==> src/rtl/minsoc_clkrst_gen.sv <==
// Reset sequencer plus per-channel clock-enable/divided-clock generators.
// All outputs registered or decoded from registered state; no backpressure (free-running).
module minsoc_clkrst_gen #(
  parameter int          NUM_CH      = 2,
  parameter int          DIV_WIDTH   = 8,
  parameter int unsigned DIV_INIT    = 1,
  parameter int          RST_HOLD    = 16,
  parameter logic        RESET_LEVEL = 1'b1
) (
  input  logic                 clock,
  input  logic                 reset,
  input  logic                 sw_rst,
  input  logic                 div_we,
  input  logic [1:0]           div_sel,
  input  logic [DIV_WIDTH-1:0] div_val,
  output logic                 rst_out,
  output logic                 locked,
  output logic [NUM_CH-1:0]    ch_en,
  output logic [NUM_CH-1:0]    ch_clk
);

  localparam int HW = (RST_HOLD > 0) ? $clog2(RST_HOLD + 1) : 1;
  localparam logic [HW-1:0] HOLD_END = HW'(RST_HOLD);
  localparam logic [DIV_WIDTH-1:0] DIV_RST = DIV_WIDTH'(DIV_INIT);

  typedef enum logic {HOLD = 1'b0, RUN = 1'b1} state_t;

  state_t        state, next_state;
  logic [HW-1:0] hold_cnt;
  logic          ch_active;

  always_ff @(posedge clock or posedge reset) begin
    if (reset) state <= HOLD;
    else       state <= next_state;
  end

  always_comb begin
    next_state = state;
    case (state)
      HOLD:    if (hold_cnt == HOLD_END) next_state = RUN;
      RUN:     if (sw_rst) next_state = HOLD;
      default: next_state = HOLD;
    endcase
  end

  always_comb begin
    rst_out = RESET_LEVEL;
    locked  = 1'b0;
    if (state == RUN) begin
      rst_out = ~RESET_LEVEL;
      locked  = 1'b1;
    end
  end

  // Held at zero throughout RUN so a soft reset always restarts a full hold.
  always_ff @(posedge clock or posedge reset) begin
    if (reset)                    hold_cnt <= '0;
    else if (state == RUN)        hold_cnt <= '0;
    else if (hold_cnt != HOLD_END) hold_cnt <= hold_cnt + 1'b1;
  end

  // Channels only count on edges that stay in RUN, so they are idle in every HOLD cycle.
  assign ch_active = (state == RUN) && (next_state == RUN);

  for (genvar c = 0; c < NUM_CH; c++) begin : g_ch
    logic [DIV_WIDTH-1:0] div_q;
    logic [DIV_WIDTH-1:0] cnt_q;
    logic                 en_q;
    logic                 clk_q;
    logic                 wr;

    // Out-of-range selects never match any instantiated channel.
    assign wr = div_we && (div_sel == 2'(c));

    always_ff @(posedge clock or posedge reset) begin
      if (reset) begin
        div_q <= DIV_RST;
        cnt_q <= '0;
        en_q  <= 1'b0;
        clk_q <= 1'b0;
      end else begin
        if (wr) div_q <= div_val;
        if (!ch_active) begin
          cnt_q <= '0;
          en_q  <= 1'b0;
          clk_q <= 1'b0;
        end else if (wr) begin
          cnt_q <= '0;
          en_q  <= 1'b0;
        end else if (cnt_q == div_q) begin
          cnt_q <= '0;
          en_q  <= 1'b1;
          clk_q <= ~clk_q;
        end else begin
          cnt_q <= cnt_q + 1'b1;
          en_q  <= 1'b0;
        end
      end
    end

    assign ch_en[c]  = en_q;
    assign ch_clk[c] = clk_q;
  end

endmodule

==> config.mk <==
export PLATFORM = sky130hd
export DESIGN_NAME = minsoc_clkrst_gen
export DESIGN_NICKNAME = d
export VERILOG_FILES = /design/src/rtl/minsoc_clkrst_gen.sv
export SDC_FILE = /design/constraint.sdc
export NUM_CORES = 1
export LEC_CHECK = 0
export CAP_MARGIN = 20
export CORE_UTILIZATION = 56
export DETAILED_ROUTE_END_ITERATION = 12
export GPL_TIMING_DRIVEN = 0
export PLACE_DENSITY = 0.77
export SYNTH_ARGS = -nofsm -noshare
export SYNTH_HDL_FRONTEND = slang
export SYNTH_SLANG_ARGS = --single-unit
==> constraint.sdc <==
create_clock -name clock -period 2.1 [get_ports clock]
set_clock_uncertainty 0.2 [all_clocks]
set_input_delay 0.315 -clock clock [delete_from_list [all_inputs] [get_ports clock]]
set_output_delay 0.315 -clock clock [all_outputs]
set_load 0.02 [all_outputs]
# Word level (Yosys, flattened, before mapping)
# Cells that the tools add are included.
op_classes:
  muxes: 25
  n_addsub: 3
  div: 0
  n_bitwise: 3
  reduce_logical: 7
  eq_ne: 9
  n_lt_le_gt_ge: 0
  shifts: 0
  multipliers: 0
ops:
  columns: ["op", "count"]
  rows:
  - ["$mux W8", 6]
  - ["$add A8 B1 Y8 const B", 2]
  - ["$eq A8 B8 Y1", 2]
  - ["$mux W1", 16]
  - ["$mux W5", 2]
  - ["$add A5 B1 Y5 const B", 1]
  - ["$eq A5 B5 Y1 const B", 1]
  - ["$ne A5 B5 Y1 const B", 1]
  - ["$ne A2 B1 Y1 const B", 2]
  - ["$ne A2 B2 Y1 const B", 2]
  - ["$reduce_and A2 Y1", 2]
  - ["$logic_and A1 B1 Y1", 3]
  - ["$not A1 Y1", 3]
  - ["$eq A2 B1 Y1 const B", 1]
  - ["$logic_not A2 Y1", 1]
  - ["$pmux W1 S2", 1]
  - ["$reduce_bool A2 Y1", 1]
totals:
  rom_bits: 0
  input_bits: 14
  out_inout_bits: 6
  ram_bits: 0
  n_memories: 0
  reg_bits: 42
  latchBits: 0
  word_cells: 57

# Logic depth before layout (Yosys ltp)
depth:
  ltp_word: 6
  depth_mapped: 6
  ltp_nobuf: 6

# Least setup slack after synthesis
# No wires, ideal clock.
synth_timing:
  path_type: "reg2reg"
  from: "register g_ch[1].div_q[0]"
  to: "register g_ch[1].clk_q"
  synth_period_minus_slack_ns: 1.656
  arrival_time_ns: 1.379
  setup_slack_ns: 0.444
  required_time_ns: 1.822
  setup_ns: 0.078
  stages_incl_launch_ff: 5
  cell_sequence: "dfstp_2 -> xnor2_1 -> nand4_2 -> or4_1 -> a21oi_1"
synth_via:
  elab_chain_cells: 3
synth_rtl:
  columns: ["element", "line", "rtl"]
  rows:
  - ["from (decl)", "66", "logic [DIV_WIDTH-1:0] div_q;"]
  - ["from (signal assigned)", "82", "if (wr) div_q <= div_val;"]
  - ["$eq A8 B8 Y1", "90", "end else if (cnt_q == div_q) begin"]
  - ["$ne A2 B1 Y1 (no line)", null, null]
  - ["$reduce_and A2 Y1 (no line)", null, null]
  - ["to (signal assigned)", "93", "clk_q <= ~clk_q;"]
  - ["to (decl)", "69", "logic clk_q;"]
# No other way between the ends.
# A chain may end at the register's enable or synchronous reset.

# Final worst setup path
layout_timing:
  from: "register state"
  to: "output locked"
layout_via:
  elab_chain_cells: 1
layout_rtl:
  columns: ["element", "line", "rtl"]
  rows:
  - ["from (decl)", "28", "state_t state, next_state;"]
  - ["from (signal assigned)", "34", "else state <= next_state;"]
  - ["$mux W1", "49", "if (state == RUN) begin"]
  - ["to (decl)", "17", "output logic locked,"]
# No other way between the ends.

==> results.md <==
- The global-route wire length before repair is 5554 um.
- The most common cell in the synthesized netlist is sky130_fd_sc_hd__dfrtp_1.
- Across every metal layer, demand over resource in global routing totals 20.80%.
- For flop-to-flop paths, the worst setup slack is 0.29 ns.
- The nature of the critical path startpoint is a flip-flop.
- Setup repair after global routing left no endpoint under its margin.
- STA classifies the critical path endpoint as an output pin.
- The clock drives 42 sinks.
- Data on the critical path is required at its endpoint by 1.58 ns.
- Setup violations remaining at the end of the flow were counted as 0.
- The share of cells above drive strength 1 is 17.95%.
- The DRC marker count from the first detailed-route iteration is 31.
- The clock transition at the registers of the reported paths is 0.11 ns.
- The number of antenna diodes in the final layout is 0.
- The most area-hungry cell type in the Yosys netlist is sky130_fd_sc_hd__dfrtp_1.
- At the placement stage, the worst setup path has a slack of -0.02588 ns.
- The final period demand of the worst path is 1.931 ns.
- The per-cell via count in the routed design is 5.183.
- The core occupancy in the finished layout is 67.86%.
- Buffers inserted to repair hold after CTS numbered 0.
- For this run the aggregate overflow at the end of global routing stands at 0.
- TritonCTS created 5 clock buffers.
- The final non-filler cell total is 241.
- The number of synthesized flops with an enable pin is 0.
- Dividing total power by cell area gives a power density of 800.5 mW/mm2.
- The standby leakage power is 0.0009960 uW.
- The routed wire length is 3293 um.
- 20 I/O pins were placed.
- The setup path with the least slack is of type flip-flop to output pin.
- VDD sags by at most 451.9 uV.
- The commonest cells after synthesis are 40 x sky130_fd_sc_hd__dfrtp_1, 20 x sky130_fd_sc_hd__nor2_1, 18 x sky130_fd_sc_hd__xor2_1.
- After synthesis, flip-flops and latches occupy 53.16% of the total area.
- The maximum clock frequency is 0.5178 GHz.
- The vias after detailed routing is 1249.
- In this run the remaining antenna-violating nets after routing total 0.
- Data arrives at the worst endpoint at 1.42 ns.
- In this run the worst path has a maximum fanout of 9.
- The height of the die is 61.49 um.
- The area of the multi-input gates is 865.8 um2.
- The number of failing hold endpoints at the final stage was 0.
- The cell area that synthesis handed to floorplanning was 0.001982 mm2.
- The buffers inserted during post-CTS setup optimization is 0.
- By area the synthesized netlist is led by sky130_fd_sc_hd__dfrtp_1 51%, sky130_fd_sc_hd__mux2_2 9.1%, sky130_fd_sc_hd__xor2_1 8.0%.
- The floorplan has 21 rows.
- The final worst slack is 0.1687 ns.
- The run finished with clean final reports.
- After routing the design area is 0.002282 mm2.
- Among cell families on the critical path, the largest total delay comes from buffers and inverters.
- The count of input and output buffers is 19.
- The number of max-cap violations is 0.
- In the final layout, flip-flops and latches occupy 0.001055 mm2.
- The tightest min-delay check is of the input pin to asynchronous set/reset pin type.
- The portion of the clock cycle consumed by the worst path in the final layout is 91.97%.
- The die area is 0.003781 mm2.
- The initial utilization of the core area, before any placement, comes to 58.93%.
- The cell count after synthesis is 168.
- No sink is reached through more buffers than the 2 on the longest clock path.
- The pin slew with the least headroom to its limit is 0.8252 ns.
- The share of synthesized registers carrying an async set or reset is 100.0%.
- The number of distinct standard cells referenced by the synthesized netlist is 31.
- The TritonCTS clock tree is yes.
- The critical path goes through clkdlybuf4s50_1.
- The max-slew violation count is 0.
- For this run, design rule violations remaining after detail routing come to 0.
- The layout overhead on the synthesized area is 15.15%.
- The via count of the first global-routing pass was 1277.
- The region available for standard cell placement spans 0.003363 mm2.
- The slowest cell on the critical path is sky130_fd_sc_hd__clkdlybuf4s50_1.
- The average instance in the mapped netlist occupies 11.80 um2.
- The width of the die is 61.49 um.
- The share of the synthesized area in the top cell type is 50.51%.
- At the end of routability-driven placement, the weighted congestion stood at 0.7157.
- The most used flip-flop cell after synthesis is sky130_fd_sc_hd__dfrtp_1.
- Together, buffers and inverters on the worst path number 1.
- The net count of the finished layout is 212.
- The Yosys step of the flow raised 0 warnings.
- The number of placed instances with taps included is 233.
- The final routed wire length divided by cell count is 13.66 um.
- Clock latency on the worst-skew pair, taken at its later pin, is 0.34 ns.
- For this run, the slowest stage of the critical path takes 0.62 ns.
- The layout has 284 filler cells.
- The root buffer cell is sky130_fd_sc_hd__clkbuf_4.
- Once placement finished, the instance area stood at 0.002230 mm2.
- The maximum number of pins on one net before global-route repair is 43.
- Detailed placement finished with a half-perimeter wire length of 2470 um.
- The number of iterations in the first detailed-routing pass is 4.
- The net count of the mapped netlist is 186.
- The initial antenna violation count is 0.
- The clock tree synthesis step divided the H-tree into 2 levels.
- The count of state elements after synthesis is 42.
- The headroom to the max-slew limit is 44.91%.
-- layout make-up --
type	instances	share of cell area [%]
multi-input cells	114	37.94
well taps	46	2.522
inverters	6	0.9868
repair buffers	19	8.443
clock buffers	8	2.138
plain buffers	6	1.754
flip-flops and latches	42	46.22
-- cells by family after synthesis --
family / Yosys count / synth area share [%]
AO/OA/AOI/OAI: 5 / 1.831
XOR/XNOR: 32 / 14.52
adder cells (fa/ha/maj): 4 / 2.525
buffers and inverters: 12 / 3.157
flip-flops: 42 / 53.16
multiplexers: 18 / 10.10
AND/OR/NAND/NOR: 55 / 14.71
-- worst paths after layout --
path	startpoint	endpoint	cells after the start
setup / recovery	state$_DFF_PP0_	locked	1
hold / removal	reset	g_ch[1].cnt_q[4]$_DFF_PP0_	2
setup reg to reg	g_ch[1].cnt_q[6]$_DFF_PP0_	g_ch[1].cnt_q[5]$_DFF_PP0_	4
hold reg to reg	g_ch[0].cnt_q[0]$_DFF_PP0_	g_ch[0].cnt_q[0]$_DFF_PP0_	1
max in group asynchronous	reset	state$_DFF_PP0_	2
min in group clock	g_ch[0].cnt_q[0]$_DFF_PP0_	g_ch[0].cnt_q[0]$_DFF_PP0_	1
-- power breakdown --
part | switching [uW] | total [uW] | internal, uW
Sequential | 108 | 1040 | 935
Clock | 236 | 369 | 134
Combinational | 197 | 414 | 218
Total | 540 | 1830 | 1290
-- state kept, by name (all words and copies together), names as in the netlist --
name        cells
hold_cnt        5
g_ch.clk_q      2
g_ch.cnt_q     16
g_ch.en_q       2
g_ch.div_q     16
state           1
-- per-stage QoR --
step | TNS [ns] | total power, uW | hold slack, ns
after CTS | 0 | 1853 | 0.2732
after detailed placement | -0.1244 | 1481 | 0.3058
after floorplan | 0 | 1345 | 0.2646
final | 0 | 1827 | 0.2467
after global placement | -5.185 | 1437 | 0.2860
after global routing | 0 | 1953 | 0.3302
-- routing by layer --
layer | global-route usage (%) | wire length [um] | share of wire [%]
met5 | 0 | 0 | 0
met4 | 7.619 | 57 | 1.7
met3 | 6.513 | 141 | 4.3
met2 | 34.56 | 1611 | 49
met1 | 25.51 | 1482 | 45
-- layout by cell type (no fill, tap or decap), types with 3 or more instances in the layout --
cell / n
sky130_fd_sc_hd__clkbuf_4: 5
sky130_fd_sc_hd__nor3_1: 4
sky130_fd_sc_hd__buf_4: 4
sky130_fd_sc_hd__nand2_1: 7
sky130_fd_sc_hd__nand3_1: 4
sky130_fd_sc_hd__xnor2_1: 13
sky130_fd_sc_hd__dfrtp_1: 39
sky130_fd_sc_hd__nor2_1: 20
sky130_fd_sc_hd__clkbuf_1: 3
sky130_fd_sc_hd__xor2_1: 18
sky130_fd_sc_hd__and3_1: 4
sky130_fd_sc_hd__nand2b_1: 3
sky130_fd_sc_hd__ha_1: 4
sky130_fd_sc_hd__mux2_2: 16
sky130_fd_sc_hd__inv_1: 5
sky130_fd_sc_hd__nand4_1: 3
sky130_fd_sc_hd__clkdlybuf4s50_1: 18
-- timing repair --
action                                  in CTS  in global routing
endpoints found under the setup margin       0                  2
resized for setup                            0                  2
endpoints found under the hold margin        0                  0
No activity file was read; power rests on OpenSTA's default activity.
